--- config.mk ---
export PLATFORM = sky130hd
export DESIGN_NAME = reg_cmd_ctrl
export DESIGN_NICKNAME = d
export VERILOG_FILES = /design/src/rtl/reg_cmd_pkg.sv /design/src/rtl/cmd_timeout_cnt.sv /design/src/rtl/reg_cmd_ctrl.sv
export SDC_FILE = /design/constraint.sdc
export NUM_CORES = 1
export LEC_CHECK = 0
export BUFFER_PORTS_ARGS = -buffer_cell sky130_fd_sc_hd__buf_2
export CAP_MARGIN = 10
export CORE_UTILIZATION = 50
export CTS_CLUSTER_DIAMETER = 200
export DETAILED_ROUTE_END_ITERATION = 10
export PLACE_DENSITY_LB_ADDON = 0.3
export SYNTH_ARGS = -nofsm -noshare
export SYNTH_HDL_FRONTEND = slang
export SYNTH_SLANG_ARGS = --single-unit
--- constraint.sdc ---
create_clock -name CLK -period 4.1 [get_ports CLK]
set_input_delay 0.615 -clock CLK [delete_from_list [all_inputs] [get_ports CLK]]
set_output_delay 0.615 -clock CLK [all_outputs]
set_load 0.02 [all_outputs]
--- src/rtl/reg_cmd_pkg.sv ---
// Shared opcodes and FSM state encoding for the
// register command controller.
package reg_cmd_pkg;

  localparam logic [7:0] CMD_WR = 8'hAA;
  localparam logic [7:0] CMD_RD = 8'hBB;

  typedef enum logic [2:0] {
    IDLE,
    WR_ADDR,
    WR_DATA,
    RD_ADDR,
    RD_WAIT,
    TX_HOLD
  } state_e;

  function automatic logic is_frame_st(state_e s);
    return (s == WR_ADDR) || (s == WR_DATA) || (s == RD_ADDR);
  endfunction

endpackage

--- src/rtl/cmd_timeout_cnt.sv ---
// Idle-cycle counter for partial command frames;
// expired is high once the count reaches TIMEOUT-1.
module cmd_timeout_cnt #(
  parameter int TIMEOUT = 1024,
  localparam int CW = (TIMEOUT > 1) ? $clog2(TIMEOUT) : 1
) (
  input  logic CLK,
  input  logic RST,
  input  logic clear,
  input  logic enable,
  output logic expired
);

  logic [CW-1:0] cnt_q;

  assign expired = (cnt_q == CW'(TIMEOUT - 1));

  always_ff @(posedge CLK or negedge RST) begin
    if (!RST) begin
      cnt_q <= '0;
    end else if (clear) begin
      cnt_q <= '0;
    end else if (enable && !expired) begin
      cnt_q <= cnt_q + 1'b1;
    end
  end

endmodule

--- src/rtl/reg_cmd_ctrl.sv ---
// Byte-stream command decoder driving a register file:
// AA,addr,data writes; BB,addr reads and returns the byte.
module reg_cmd_ctrl
  import reg_cmd_pkg::*;
#(
  parameter int ADDR_WD = 3,
  parameter int DATA_WD = 8,
  parameter int TIMEOUT = 1024
) (
  input  logic               CLK,
  input  logic               RST,
  input  logic [DATA_WD-1:0] RX_P_DATA,
  input  logic               RX_D_VLD,
  input  logic [DATA_WD-1:0] RF_RdData,
  output logic               RF_WrEn,
  output logic               RF_RdEn,
  output logic [ADDR_WD-1:0] RF_Address,
  output logic [DATA_WD-1:0] RF_WrData,
  output logic [DATA_WD-1:0] TX_P_DATA,
  output logic               TX_D_VLD,
  input  logic               TX_BUSY,
  output logic               CMD_ERR
);

  state_e             state_q;
  logic [ADDR_WD-1:0] addr_q;
  logic [ADDR_WD-1:0] rf_addr_q;
  logic [DATA_WD-1:0] wr_data_q;
  logic [DATA_WD-1:0] tx_data_q;
  logic               wr_en_q;
  logic               rd_en_q;
  logic               tx_vld_q;
  logic               err_q;

  logic expired;
  logic cnt_clr;
  logic cnt_en;
  logic addr_ok;
  logic is_wr;
  logic is_rd;

  assign is_wr   = (RX_P_DATA == DATA_WD'(CMD_WR));
  assign is_rd   = (RX_P_DATA == DATA_WD'(CMD_RD));
  assign addr_ok = ((RX_P_DATA >> ADDR_WD) == '0);
  assign cnt_clr = RX_D_VLD || (state_q == IDLE);
  assign cnt_en  = is_frame_st(state_q);

  cmd_timeout_cnt #(
    .TIMEOUT(TIMEOUT)
  ) u_tmo (
    .CLK    (CLK),
    .RST    (RST),
    .clear  (cnt_clr),
    .enable (cnt_en),
    .expired(expired)
  );

  always_ff @(posedge CLK or negedge RST) begin
    if (!RST) begin
      state_q   <= IDLE;
      addr_q    <= '0;
      rf_addr_q <= '0;
      wr_data_q <= '0;
      tx_data_q <= '0;
      wr_en_q   <= 1'b0;
      rd_en_q   <= 1'b0;
      tx_vld_q  <= 1'b0;
      err_q     <= 1'b0;
    end else begin
      wr_en_q <= 1'b0;
      rd_en_q <= 1'b0;
      err_q   <= 1'b0;
      unique case (state_q)
        IDLE: begin
          if (RX_D_VLD) begin
            unique case (1'b1)
              is_wr:   state_q <= WR_ADDR;
              is_rd:   state_q <= RD_ADDR;
              default: err_q   <= 1'b1;
            endcase
          end
        end
        WR_ADDR, RD_ADDR: begin
          if (RX_D_VLD) begin
            if (!addr_ok) begin
              err_q   <= 1'b1;
              state_q <= IDLE;
            end else begin
              addr_q <= RX_P_DATA[ADDR_WD-1:0];
              if (state_q == WR_ADDR) begin
                state_q <= WR_DATA;
              end else begin
                state_q   <= RD_WAIT;
                rd_en_q   <= 1'b1;
                rf_addr_q <= RX_P_DATA[ADDR_WD-1:0];
              end
            end
          end else if (expired) begin
            err_q   <= 1'b1;
            state_q <= IDLE;
          end
        end
        WR_DATA: begin
          if (RX_D_VLD) begin
            wr_en_q   <= 1'b1;
            rf_addr_q <= addr_q;
            wr_data_q <= RX_P_DATA;
            state_q   <= IDLE;
          end else if (expired) begin
            err_q   <= 1'b1;
            state_q <= IDLE;
          end
        end
        // read data lands one cycle after the strobe cycle
        RD_WAIT: begin
          err_q <= RX_D_VLD;
          if (!rd_en_q) begin
            tx_data_q <= RF_RdData;
            tx_vld_q  <= 1'b1;
            state_q   <= TX_HOLD;
          end
        end
        TX_HOLD: begin
          err_q <= RX_D_VLD;
          if (!TX_BUSY) begin
            tx_vld_q <= 1'b0;
            state_q  <= IDLE;
          end
        end
        default: state_q <= IDLE;
      endcase
    end
  end

  assign RF_WrEn    = wr_en_q;
  assign RF_RdEn    = rd_en_q;
  assign RF_Address = rf_addr_q;
  assign RF_WrData  = wr_data_q;
  assign TX_P_DATA  = tx_data_q;
  assign TX_D_VLD   = tx_vld_q;
  assign CMD_ERR    = err_q;

endmodule

### Yosys cells after proc, flatten, opt, wreduce, memory -nomap -nowiden

Cells that the tools add are included.

| storage, ports and cells | value |
|---|---|
| output and inout bits | 23 |
| bits in registers | 39 |
| bits of input ports | 20 |

| operators by class | value |
|---|---|
| multiplexer cells | 33 |
| reduce and logical (&&, ||, !) cells | 19 |
| equal/unequal tests | 16 |
| add/sub/neg operators | 1 |
| bitwise gates (word level) | 1 |

Operators with widths:

| kind | number |
|---|---|
| $mux W3 | 12 |
| $mux W10 | 2 |
| $eq A8 B8 Y1 const B | 2 |
| $pmux W3 S5 | 1 |
| $mux W1 | 14 |
| $ne A2 B2 Y1 const B | 7 |
| $pmux W3 S2 | 2 |
| $add A10 B1 Y10 const B | 1 |
| $eq A10 B10 Y1 const B | 1 |
| $logic_not A8 Y1 | 1 |
| $eq A3 B2 Y1 const B | 2 |
| $eq A3 B3 Y1 const B | 2 |
| $reduce_and A3 Y1 | 2 |
| $reduce_bool A2 Y1 | 3 |
| $reduce_or A2 Y1 | 3 |
| $reduce_and A5 Y1 | 1 |
| $pmux W1 S4 | 1 |
| $reduce_and A2 Y1 | 2 |
| $reduce_and A4 Y1 | 1 |
| $eq A3 B1 Y1 const B | 1 |
| $logic_not A3 Y1 | 1 |
| $logic_or A1 B1 Y1 | 3 |
| $ne A3 B3 Y1 const B | 1 |
| $pmux W1 S2 | 1 |
| other kinds (3) | 3 |

### Longest topological paths before layout

| depth | value |
|---|---|
| word-level depth | 6 |
| mapped depth | 5 |

### Modules after synthesis

Synthesis repeated with hierarchy kept, for this count alone.

| second synthesis, totals | value |
|---|---|
| cells, all modules | 154 |
| area total of the unflattened synthesis | 1,858.0 µm² |

Modules (own cells, without submodules):

| module | cells each | instances | sequential area each (µm²) | area an instance (µm²) |
|---|---|---|---|---|
| reg_cmd_ctrl | 98 | 1 | 725.7 | 1,292.5 |
| cmd_timeout_cnt | 56 | 1 | 250.2 | 565.5 |

### Worst setup path before layout

No wires, ideal clock.

| timing path | value |
|---|---|
| path type | reg-to-reg |
| from | register state_q[2] |
| to | register state_q[1] |
| buffers on the path | 1 |
| slack | 2.318 ns |
| library setup time | 0.087 ns |
| data arrival time | 1.696 ns |
| stages on the path, launching flop included | 6 |
| path through | dfrtp_1 > buf_6 > or3_4 > or4_1 > o21a_1 > a211oi_2 |

| between the ends | value |
|---|---|
| word-level cells in the longest chain between the ends | 5 |
| elaborated cells between the ends (all ways) | 16 |
| classes of those cells | eq/ne (9); mux (4); reduce/logical (3) |

Ends and longest elaborated chain:

| item | line | text |
|---|---|---|
| from (decl) | reg_cmd_ctrl.sv:25 | `state_e state_q;` |
| from (signal assigned) | reg_cmd_ctrl.sv:60 | `state_q <= IDLE;` |
| from (signal assigned) | reg_cmd_ctrl.sv:77 | `is_wr: state_q <= WR_ADDR;` |
| from (signal assigned) | reg_cmd_ctrl.sv:78 | `is_rd: state_q <= RD_ADDR;` |
| $eq A3 B1 Y1 | reg_cmd_ctrl.sv:73, reg_cmd_ctrl.sv:90 |  |
| $mux W3 | reg_cmd_ctrl.sv:90 | `if (state_q == WR_ADDR) begin` |
| $mux W3 | reg_cmd_ctrl.sv:85 | `if (!addr_ok) begin` |
| $mux W3 | reg_cmd_ctrl.sv:84 | `if (RX_D_VLD) begin` |
| $pmux W3 S5 | reg_cmd_ctrl.sv:73 | `unique case (state_q)` |

Several ways; a longest one is shown, not always the timed one.
A chain may end at the register's enable or synchronous reset.

### Final worst setup path

Ends and elaborated chain as after synthesis.

==> key figures <==
Run status
  • Status: finished clean

Layout
  • Final Instance Area: 0.00222 mm²
  • Layout cells sized above 1: 40.0%
  • Area Overhead vs Synth: 19.6%
  • Utilization after layout: 64.4%
  • Nets: 225
  • N_diodes: 0

STA
  • Min Hold Slack: 0.415 ns
  • Sum Neg Setup Slack: 0 ns
  • Worst slew pin tran: 0.831 ns
  • Max Freq: 0.486 GHz
  • Final setup violation count: 0
  • Clk_skew: 0.00613 ns
  • RSZ-0062 raised after global routing: no
  • Final hold viol count: 0
  • Final slew viol count: 0
  • Slew margin rel.: 44.6%
  • Min Tclk post-route: 2.06 ns
  • Final cycle utilization of the critical path: 50.2%

Placement
  • Port-buffer cells: 42
  • Dpl hpwl: 2650 µm
  • Routability congestion estimate: 0.834
  • Placed Area: 0.00210 mm²

Global route
  • Vias in the first global route: 1459
  • GRT Total Usage: 20.8%
  • Initial antenna violation count: 0
  • Largest net degree at the start of global routing: 40
  • Total global routing overflow: 0
  • Global-route wire length before repair: 6420 µm

Clocking
  • Sink Count: 39
  • TritonCTS clock tree: yes
  • H-tree lvl count: 2
  • # Post-CTS Setup Buffers: 0
  • Max Root-Sink Buffers: 2
  • Clock Latency Late Sink: 0.30 ns
  • Clock transition at path regs: 0.08 ns
  • Hold_buf cts: 0
  • Post_cts resized: 0
  • Num CTS Buffers: 5
  • CTS root buf: clkbuf_8

Critical path
  • Worst Path Buf+Inv: 0
  • Critical Path RT: 4.31 ns
  • Crit Path Category: reg2reg
  • Worst-path cell chain: or3_4 > or4_1 > o21a_1 > a211oi_2
  • Slowest cell on crit path: dfrtp_1
  • CP top delay family: simple AND/OR/NAND/NOR gates
  • Worst setup EP type: flop
  • Max incr delay on CP: 0.59 ns
  • CP Data Arrival Time: 2.27 ns
  • Startpoint types: flop
  • Worst Path Max Fanout: 19

Pwr
  • Sequential Power Share: 45.9%
  • Sw Ratio: 29.4%
  • Max IR drop VDD: 0.000329 V
  • Clk pwr share: 31.4%
  • Final Power: 0.00104 W
  • Cell-internal power: 0.000738 W
  • Net load switching power: 0.000307 W
  • Combinational fraction of design power: 22.7%
  • Leakage Power: 1.01 nW
  • PD cells: 471 mW/mm²

Logic synthesis
  • Post-synth EDFFs: 0
  • Synthesized area per cell: 11.7 µm²
  • Mapped Nets: 180
  • Synthesized area: 0.00185 mm²
  • Ys async rst share: 100%
  • Post-synthesis sequential area ratio: 52.7%
  • Commonest register cell after synthesis: dfrtp_1
  • Syn Inst Count: 159
  • Synth unique cells: 42
  • Number of warnings issued by yosys: 0
  • #FFs+latches synth: 39

Worst hold path
  • Worst Hold Class: in2async

Flow run
  • Max-cap viol count: 0

Floorplan
  • Die width: 62.9 µm
  • Placeable Area: 0.00344 mm²
  • Die Y: 62.9 µm
  • Die area: 0.00395 mm²
  • Std cell rows: 21
  • Num ports: 43
  • Starting density of the core: 53.8%

Route
  • DR vias: 1447
  • WL per Instance: 14.8 µm
  • Drt total wl: 3730 µm
  • Drt drc: 0
  • DRT Pass-1 Iters: 4
  • Detail Route Antenna Nets: 0
  • 1st-iter DRT viols: 66
  • Number of vias per cell: 5.76
-- cells by family (layout without fill, tap and decap cells) --
group	Yosys count	in the layout	share of synthesized area, %
and+or+nand+nor	49	49	16.3
DFF	39	39	52.7
AOI/OAI and AO/OA	34	34	12.2
muxes	25	25	15.2
buffers and inverters	10	56	2.43
adders and majority gates	1	1	0.675
xor gates and xnor gates	1	1	0.473
-- placed cells by master, fill, tap and decap left out, types with 3 or more instances in the layout --
cell type	synthesis	routed
a31oi_1	4	4
nand2_1	6	6
dfrtp_1	39	39
nand3_1	4	4
a21oi_1	10	10
nor2_1	9	9
inv_1	6	6
nor3_1	6	6
clkbuf_8	0	6
buf_2	0	42
o21ai_0	6	6
mux2_2	25	25
o31ai_1	3	3
or4_1	4	4
-- final cells by class --
type / count / area, µm²
clock buffers: 6 / 82.6
inverters: 6 / 22.5
repair buffers: 42 / 210
multi-input cells: 110 / 832
clock inverters: 2 / 35.0
fillers: 280 / 1230
flip-flops and latches: 39 / 976
well taps: 46 / 57.6
-- synthesized netlist by cell type, types with 2 or more instances --
cell,instances,area share (%)
a21oi_1,10,2.7
a31oi_1,4,1.4
and3_1,2,0.68
clkbuf_1,3,0.61
dfrtp_1,39,53
inv_1,6,1.2
mux2_2,25,15
nand2_1,6,1.2
nand2b_1,2,0.68
nand3_1,4,1.1
nand4_1,2,0.68
nor2_1,9,1.8
nor3_1,6,1.6
o2111ai_1,2,0.95
o21ai_0,6,1.6
o31ai_1,3,1.2
or3_1,2,0.68
or4_1,4,1.6
-- power by group through the flow --
stage                     logic [W]  clock network, W  registers [W]
final                      0.000237          0.000328       0.000480
after global routing       0.000256          0.000348       0.000488
after CTS                  0.000239          0.000335       0.000480
after detailed placement   0.000238                 0       0.000487
after global placement     0.000234                 0       0.000483
after floorplan            0.000107                 0       0.000534
-- final timing paths --
| check | from | cells after the start | slack, ns | endpoint |
|---|---|---|---|---|
| setup / recovery | state_q[2] | 4 | 2.04 | state_q[1] |
| hold / removal | RST | 1 | 0.42 | u_tmo.cnt_q[1] |
| setup reg to reg | state_q[2] | 4 | 2.04 | state_q[1] |
| hold reg to reg | TX_P_DATA[7] | 1 | 0.50 | TX_P_DATA[7] |
| max in group asynchronous | RST | 1 | 3.16 | RF_WrEn |
| min in group CLK | TX_P_DATA[7] | 1 | 0.50 | TX_P_DATA[7] |
-- registers in the layout, indices dropped and copies added, names as in the netlist --
name / cells
RF_Address: 3
RF_WrData: 8
RF_WrEn: 1
addr_q: 3
state_q: 3
RF_RdEn: 1
u_tmo.cnt_q: 10
TX_D_VLD: 1
TX_P_DATA: 8
CMD_ERR: 1
-- layer usage --
| layer | part of all wire (%) | track usage, % | vias to the layer above |
|---|---|---|---|
| li1 | - | - | 688 |
| met1 | 43 | 25.1 | 711 |
| met2 | 51 | 35.1 | 42 |
| met3 | 4.6 | 4.20 | 6 |
| met4 | 1.6 | 10.5 | 0 |
| met5 | 0 | 0 | - |
-- per-stage QoR --
| step | instances | setup WS [ns] |
|---|---|---|
| 2_1_floorplan | 159 | 2.32 |
| 3_3_place_gp | 243 | 2.05 |
| 3_5_place_dp | 243 | 2.00 |
| 4_1_cts | 251 | 2.04 |
| 5_1_grt | 251 | 1.95 |
| 6_report | 251 | 2.04 |
Power figures use the tool's default switching activity.
